**src/rtl/digit_serial_addsub_pkg.sv**
```systemverilog
// digit_serial_addsub_pkg
// Definitions shared by the digit-serial adder/subtractor and its cell:
//   - state_e    : word-tracking FSM states (IDLE, RUN)
//   - MODE_ADD/MODE_SUB : values of the mode input
//   - signed_ovf : two's-complement overflow from the two MSB carries
package digit_serial_addsub_pkg;

   localparam logic MODE_ADD = 1'b0;
   localparam logic MODE_SUB = 1'b1;

   localparam logic [0:0] ST_IDLE = 1'b0;
   localparam logic [0:0] ST_RUN  = 1'b1;

   typedef enum logic [0:0] {
      IDLE = ST_IDLE,
      RUN  = ST_RUN
   } state_e;

   // Overflow occurs when the carry into the sign bit differs from the
   // carry out of it.
   function automatic logic signed_ovf(input logic carry_msb, input logic carry_out);
      return carry_msb ^ carry_out;
   endfunction

endpackage

```
**src/rtl/digit_serial_addsub_cell.sv**
```systemverilog
// digit_addsub_cell
// Combinational DIGIT_W-bit adder slice with optional B inversion.
// Ports:
//   a, b       : operand digits
//   sub        : MODE_SUB inverts b (the +1 comes in through carry_in)
//   carry_in   : carry into bit 0
//   sum        : result digit
//   carry_out  : carry out of the MSB
//   carry_msb  : carry into the MSB (for overflow detection)
module digit_addsub_cell
   import digit_serial_addsub_pkg::*;
#(
   parameter int DIGIT_W = 1
) (
   input  logic [DIGIT_W-1:0] a,
   input  logic [DIGIT_W-1:0] b,
   input  logic               sub,
   input  logic               carry_in,
   output logic [DIGIT_W-1:0] sum,
   output logic               carry_out,
   output logic               carry_msb
);

   logic [DIGIT_W-1:0] b_eff;
   logic [DIGIT_W:0]   full;

   // Subtraction is A + ~B + 1; the +1 is the seeded carry of the first digit.
   // The carry into the MSB is recovered from the MSB sum bit and its operands,
   // which works for any digit width including 1.
   always_comb begin
      b_eff     = (sub == MODE_SUB) ? ~b : b;
      full      = {1'b0, a} + {1'b0, b_eff} + {{DIGIT_W{1'b0}}, carry_in};
      sum       = full[DIGIT_W-1:0];
      carry_out = full[DIGIT_W];
      carry_msb = full[DIGIT_W-1] ^ a[DIGIT_W-1] ^ b_eff[DIGIT_W-1];
   end

endmodule

```
**src/rtl/digit_serial_addsub.sv**
```systemverilog
// digit_serial_addsub
// Digit-serial two's-complement adder/subtractor. Operands arrive LS digit
// first, DIGIT_W bits per beat, WORD_DIGITS beats per word. Each accepted
// beat produces one registered result digit one cycle later.
// Ports:
//   clk, rst            : rising-edge clock, async active-high reset
//   in_valid, in_first  : beat present / beat is LS digit of a new word
//   mode                : 0 add, 1 subtract (taken on the first beat only)
//   a_digit, b_digit    : operand digits
//   sum_digit, out_valid, out_last : registered result digit and framing
//   carry_out, overflow : word-level flags, updated with out_last
//   proto_err           : one-cycle pulse on a framing violation
//   busy                : a word is in progress
module digit_serial_addsub
   import digit_serial_addsub_pkg::*;
#(
   parameter int DIGIT_W     = 1,
   parameter int WORD_DIGITS = 8
) (
   input  logic               clk,
   input  logic               rst,
   input  logic               in_valid,
   input  logic               in_first,
   input  logic               mode,
   input  logic [DIGIT_W-1:0] a_digit,
   input  logic [DIGIT_W-1:0] b_digit,
   output logic [DIGIT_W-1:0] sum_digit,
   output logic               out_valid,
   output logic               out_last,
   output logic               carry_out,
   output logic               overflow,
   output logic               proto_err,
   output logic               busy
);

   localparam int CNT_W = (WORD_DIGITS > 1) ? $clog2(WORD_DIGITS) : 1;
   localparam logic [CNT_W-1:0] LAST_IDX = CNT_W'(WORD_DIGITS - 1);

   state_e             state_q;
   logic [CNT_W-1:0]   cnt_q;
   logic               carry_q;
   logic               mode_q;

   logic               take_first;
   logic               take_cont;
   logic               take_beat;
   logic               is_last;
   logic               mode_eff;
   logic               carry_in;
   logic               perr_next;
   logic [DIGIT_W-1:0] cell_sum;
   logic               cell_cout;
   logic               cell_cmsb;

   // Beat qualification. A first beat is always taken and restarts the word,
   // even mid-word; a continuation beat only counts while a word is running.
   // The first beat uses the live mode and seeds the carry with it, so a
   // subtraction gets its +1 without an extra cycle. A first beat is never
   // the last because words have at least two digits.
   always_comb begin
      take_first = in_valid & in_first;
      take_cont  = in_valid & ~in_first & (state_q == RUN);
      take_beat  = take_first | take_cont;
      is_last    = take_cont & (cnt_q == LAST_IDX);
      mode_eff   = take_first ? mode : mode_q;
      carry_in   = take_first ? mode : carry_q;
      perr_next  = (take_first & (state_q == RUN)) |
                   (in_valid & ~in_first & (state_q == IDLE));
   end

   digit_addsub_cell #(
      .DIGIT_W (DIGIT_W)
   ) u_cell (
      .a         (a_digit),
      .b         (b_digit),
      .sub       (mode_eff),
      .carry_in  (carry_in),
      .sum       (cell_sum),
      .carry_out (cell_cout),
      .carry_msb (cell_cmsb)
   );

   // Word tracking: state, digit index, running carry and latched mode.
   // All of it holds while in_valid is low, so gaps do not disturb a word.
   always_ff @(posedge clk or posedge rst) begin
      if (rst) begin
         state_q <= IDLE;
         cnt_q   <= '0;
         carry_q <= 1'b0;
         mode_q  <= MODE_ADD;
      end else begin
         if (take_first) begin
            state_q <= RUN;
            cnt_q   <= CNT_W'(1);
            mode_q  <= mode;
         end else if (take_cont) begin
            if (is_last) begin
               state_q <= IDLE;
               cnt_q   <= '0;
            end else begin
               cnt_q   <= cnt_q + CNT_W'(1);
            end
         end
         if (take_beat) begin
            carry_q <= cell_cout;
         end
      end
   end

   // Output register stage: one cycle of latency per beat. The word flags
   // are only refreshed on the final digit and otherwise keep the result of
   // the previous word.
   always_ff @(posedge clk or posedge rst) begin
      if (rst) begin
         sum_digit <= '0;
         out_valid <= 1'b0;
         out_last  <= 1'b0;
         carry_out <= 1'b0;
         overflow  <= 1'b0;
         proto_err <= 1'b0;
      end else begin
         out_valid <= take_beat;
         out_last  <= is_last;
         proto_err <= perr_next;
         if (take_beat) begin
            sum_digit <= cell_sum;
         end
         if (is_last) begin
            carry_out <= cell_cout;
            overflow  <= signed_ovf(cell_cmsb, cell_cout);
         end
      end
   end

   assign busy = (state_q == RUN);

endmodule
```
**config.mk**
```make
export PLATFORM = sky130hd
export DESIGN_NAME = digit_serial_addsub
export DESIGN_NICKNAME = d
export VERILOG_FILES = /design/src/rtl/digit_serial_addsub_pkg.sv /design/src/rtl/digit_serial_addsub_cell.sv /design/src/rtl/digit_serial_addsub.sv
export SDC_FILE = /design/constraint.sdc
export NUM_CORES = 1
export LEC_CHECK = 0
export BUFFER_PORTS_ARGS = -buffer_cell sky130_fd_sc_hd__buf_2
export CORE_MARGIN = 2
export CORE_UTILIZATION = 45
export DETAILED_ROUTE_END_ITERATION = 16
export GPL_TIMING_DRIVEN = 0
export HOLD_SLACK_MARGIN = 0.03
export PLACE_DENSITY = 0.8
export SYNTH_ARGS = -nofsm -noshare
export SYNTH_HDL_FRONTEND = slang
export SYNTH_SLANG_ARGS = --single-unit
```
**constraint.sdc**
```tcl
create_clock -name clk -period 1.93 [get_ports clk]
set_input_delay 0.0965 -clock clk [delete_from_list [all_inputs] [get_ports clk]]
set_output_delay 0.0965 -clock clk [all_outputs]
set_load 0.05 [all_outputs]
```
==> metrics.txt <==
Final Util 56.11%; slowest CP cell fa_1; drc violations 0; Biggest register cnt_q; CTS clk-pin slew, worst paths 0.08 ns; Slew HR 70.12%; startpoint types flip-flop; total chip power 0.7860 mW; CP top delay family adder cells; Setup WS pre-CTS 0.2869 ns; CP Launch Point mode_q; Yosys cell types 21; WL final 924 um; Core Area 1269 um2; Async SR Flop Fraction 100.0%; first-pass GRT wire length 1.255 mm; met1 global-route usage 14.44%; row count 13; Synth-to-Final Area Change 20.30%; Yosys top cell area share 50.74%; CP endpoint kind flip-flop; Yosys top cell by area dfrtp_1; DR vias/cell 4.756; share of layout cells above drive strength 1 31.34%; Horiz. Die Dim 40.27 um; Fmax 0.6559 GHz; Die H 40.27 um; Num CTS Buffers 3; Slew @ Worst Pin 0.4477 ns; DRT Pass-1 Iters 2; total grt overflow 0; min cycle time layout 1.525 ns; Synth Cell Area 591.8 um2; # setup viols final 0; static leakage 0.3893 nW; worst setup path class flip-flop to flip-flop; # IOs 14; Most used DFF post-synth dfrtp_1; Via Count 390; Placer Congestion 0.6647; Crit path required time 2.08 ns; vias in the first global route 317; PortBufs 11; yosys warns 0; syn_nets 62; # placed instances 77; Final period util 79.00%; r2r setup slk 0.41 ns; clk_skew 0.0009383 ns; WHS 0.05431 ns; total track usage 12.38%; worst path cell trace a21o_1 -> xor2_1 -> fa_1 -> mux2_1; CTS tree done; count leader, synth dfrtp_1; number of synthesized flops with an enable pin 0; maxcap violations 0; number of flip-flops in the largest register 3; Nets 79; CP max stage delay 0.42 ns; area of the die 1621 um2; antenna violations before repair 0; power per cell area 1104 nW/um2; WP buf/inv 0; dpl cell area 665.6 um2; Worst Hold Class primary input to flip-flop; clock latency on the worst-skew pair 0.27 ns; Starting Density 46.65%; average wire per standard cell 11.27 um; root buf cell clkbuf_4; CTS Buffer Depth 2; Ant. Diodes 0; GRT busiest layer met2; Critical Path AT 1.68 ns; syn avg cell area 11.60 um2; largest net degree at the start of global routing 13; Setup WS post-layout 0.4054 ns; initial DRC count 12; worst r2r src mode_q; status finished, final reports clean; Yosys reg bits 12; Finished Layout Cells 82; post-CTS setup buffer count 0; RSZ-0062 raised after global routing no; min-delay src in_first; crit path max fanout 3; Max H-tree Level 1; hpwl dp 719.3 um; sum of negative setup slack 0 ns; VDD IR max 0.5533 mV; top cells by area, synth dfrtp_1 51%, ha_1 6.3%, xor2_1 4.4%, inv_1 3.8%, mux2_2 3.8%; post-route cell area 711.9 um2; Seq/Total Area, Yosys 50.74%; met3 Use GR 5.000%; M2 GR Usage 20.16%; Slew Limit Fails 0; Post-DRT Antenna Nets 0; Cells after Synth 51; clock sinks 12; endpoints failing hold 0; Synth top cells by count 12 x dfrtp_1, 6 x inv_1, 6 x nand2_1
path summary, 6_finish.rpt:
| check | end | cells after the start |
|---|---|---|
| setup / recovery | carry_out | 4 |
| hold / removal | cnt_q[2] | 2 |
| setup reg to reg | carry_out | 4 |
| hold reg to reg | overflow | 2 |
| max in group asynchronous | cnt_q[1] | 3 |
| min in group asynchronous | mode_q | 3 |
area by class of cell:
type | instances | area, um2
buffer | 2 | 16.27
clock buffer | 4 | 36.28
fill | 109 | 556.8
inverter | 6 | 22.52
multi-input combinational | 31 | 252.7
sequential | 12 | 300.3
tap | 15 | 18.77
timing repair buffer | 12 | 65.06
cells in the final DEF, fill, tap and decap left out:
cell,Yosys,final
ha_1,3,3
dlygate4sd3_1,0,1
nor4bb_1,1,1
a21o_1,2,2
fa_1,1,1
xnor2_1,1,1
and3_1,1,1
a22o_1,1,1
clkbuf_4,0,3
mux2_1,1,1
xor2_1,3,3
nor2_1,2,2
o21ai_0,2,2
clkbuf_8,0,1
mux2_2,2,2
buf_6,1,1
o21ai_2,1,1
buf_2,1,12
a21oi_1,1,1
o41ai_1,2,2
nand4b_2,1,1
dfrtp_1,12,12
inv_1,6,6
nand2_1,6,6
where the power goes:
| part | internal (mW) | total (mW) | switching, mW |
|---|---|---|---|
| logic | 0.0890 | 0.261 | 0.172 |
| registers | 0.299 | 0.326 | 0.0264 |
| clock network | 0.114 | 0.199 | 0.0846 |
| total | 0.503 | 0.786 | 0.283 |
routing by layer:
metal / wire length, um / share of wire [%]
met4: 0 / 0
met2: 427 / 46
met5: 0 / 0
met1: 455 / 49
met3: 41 / 4.4
worst register-to-register path: cells and delay by family (launching register included):
kind / cells / cell delay [ns]
compound gates: 1 / 0.17
fa+ha+maj: 1 / 0.42
xor+xnor: 1 / 0.15
flops: 1 / 0.37
mux: 1 / 0.30
cells by family after synthesis:
group,share of synthesized area (%)
muxes,5.708
buffers and inverters,6.553
AOI/OAI and AO/OA,10.99
adders and majority gates,9.726
DFF,50.74
and+or+nand+nor,10.36
xor gates and xnor gates,5.921
repair_timing:
action                                 in CTS  in global routing
gates resized for setup                     0                  0
endpoints found under the hold margin      12                  0
hold buffers                                1                  0
Note: power is estimated with default switching activity, not from simulation.
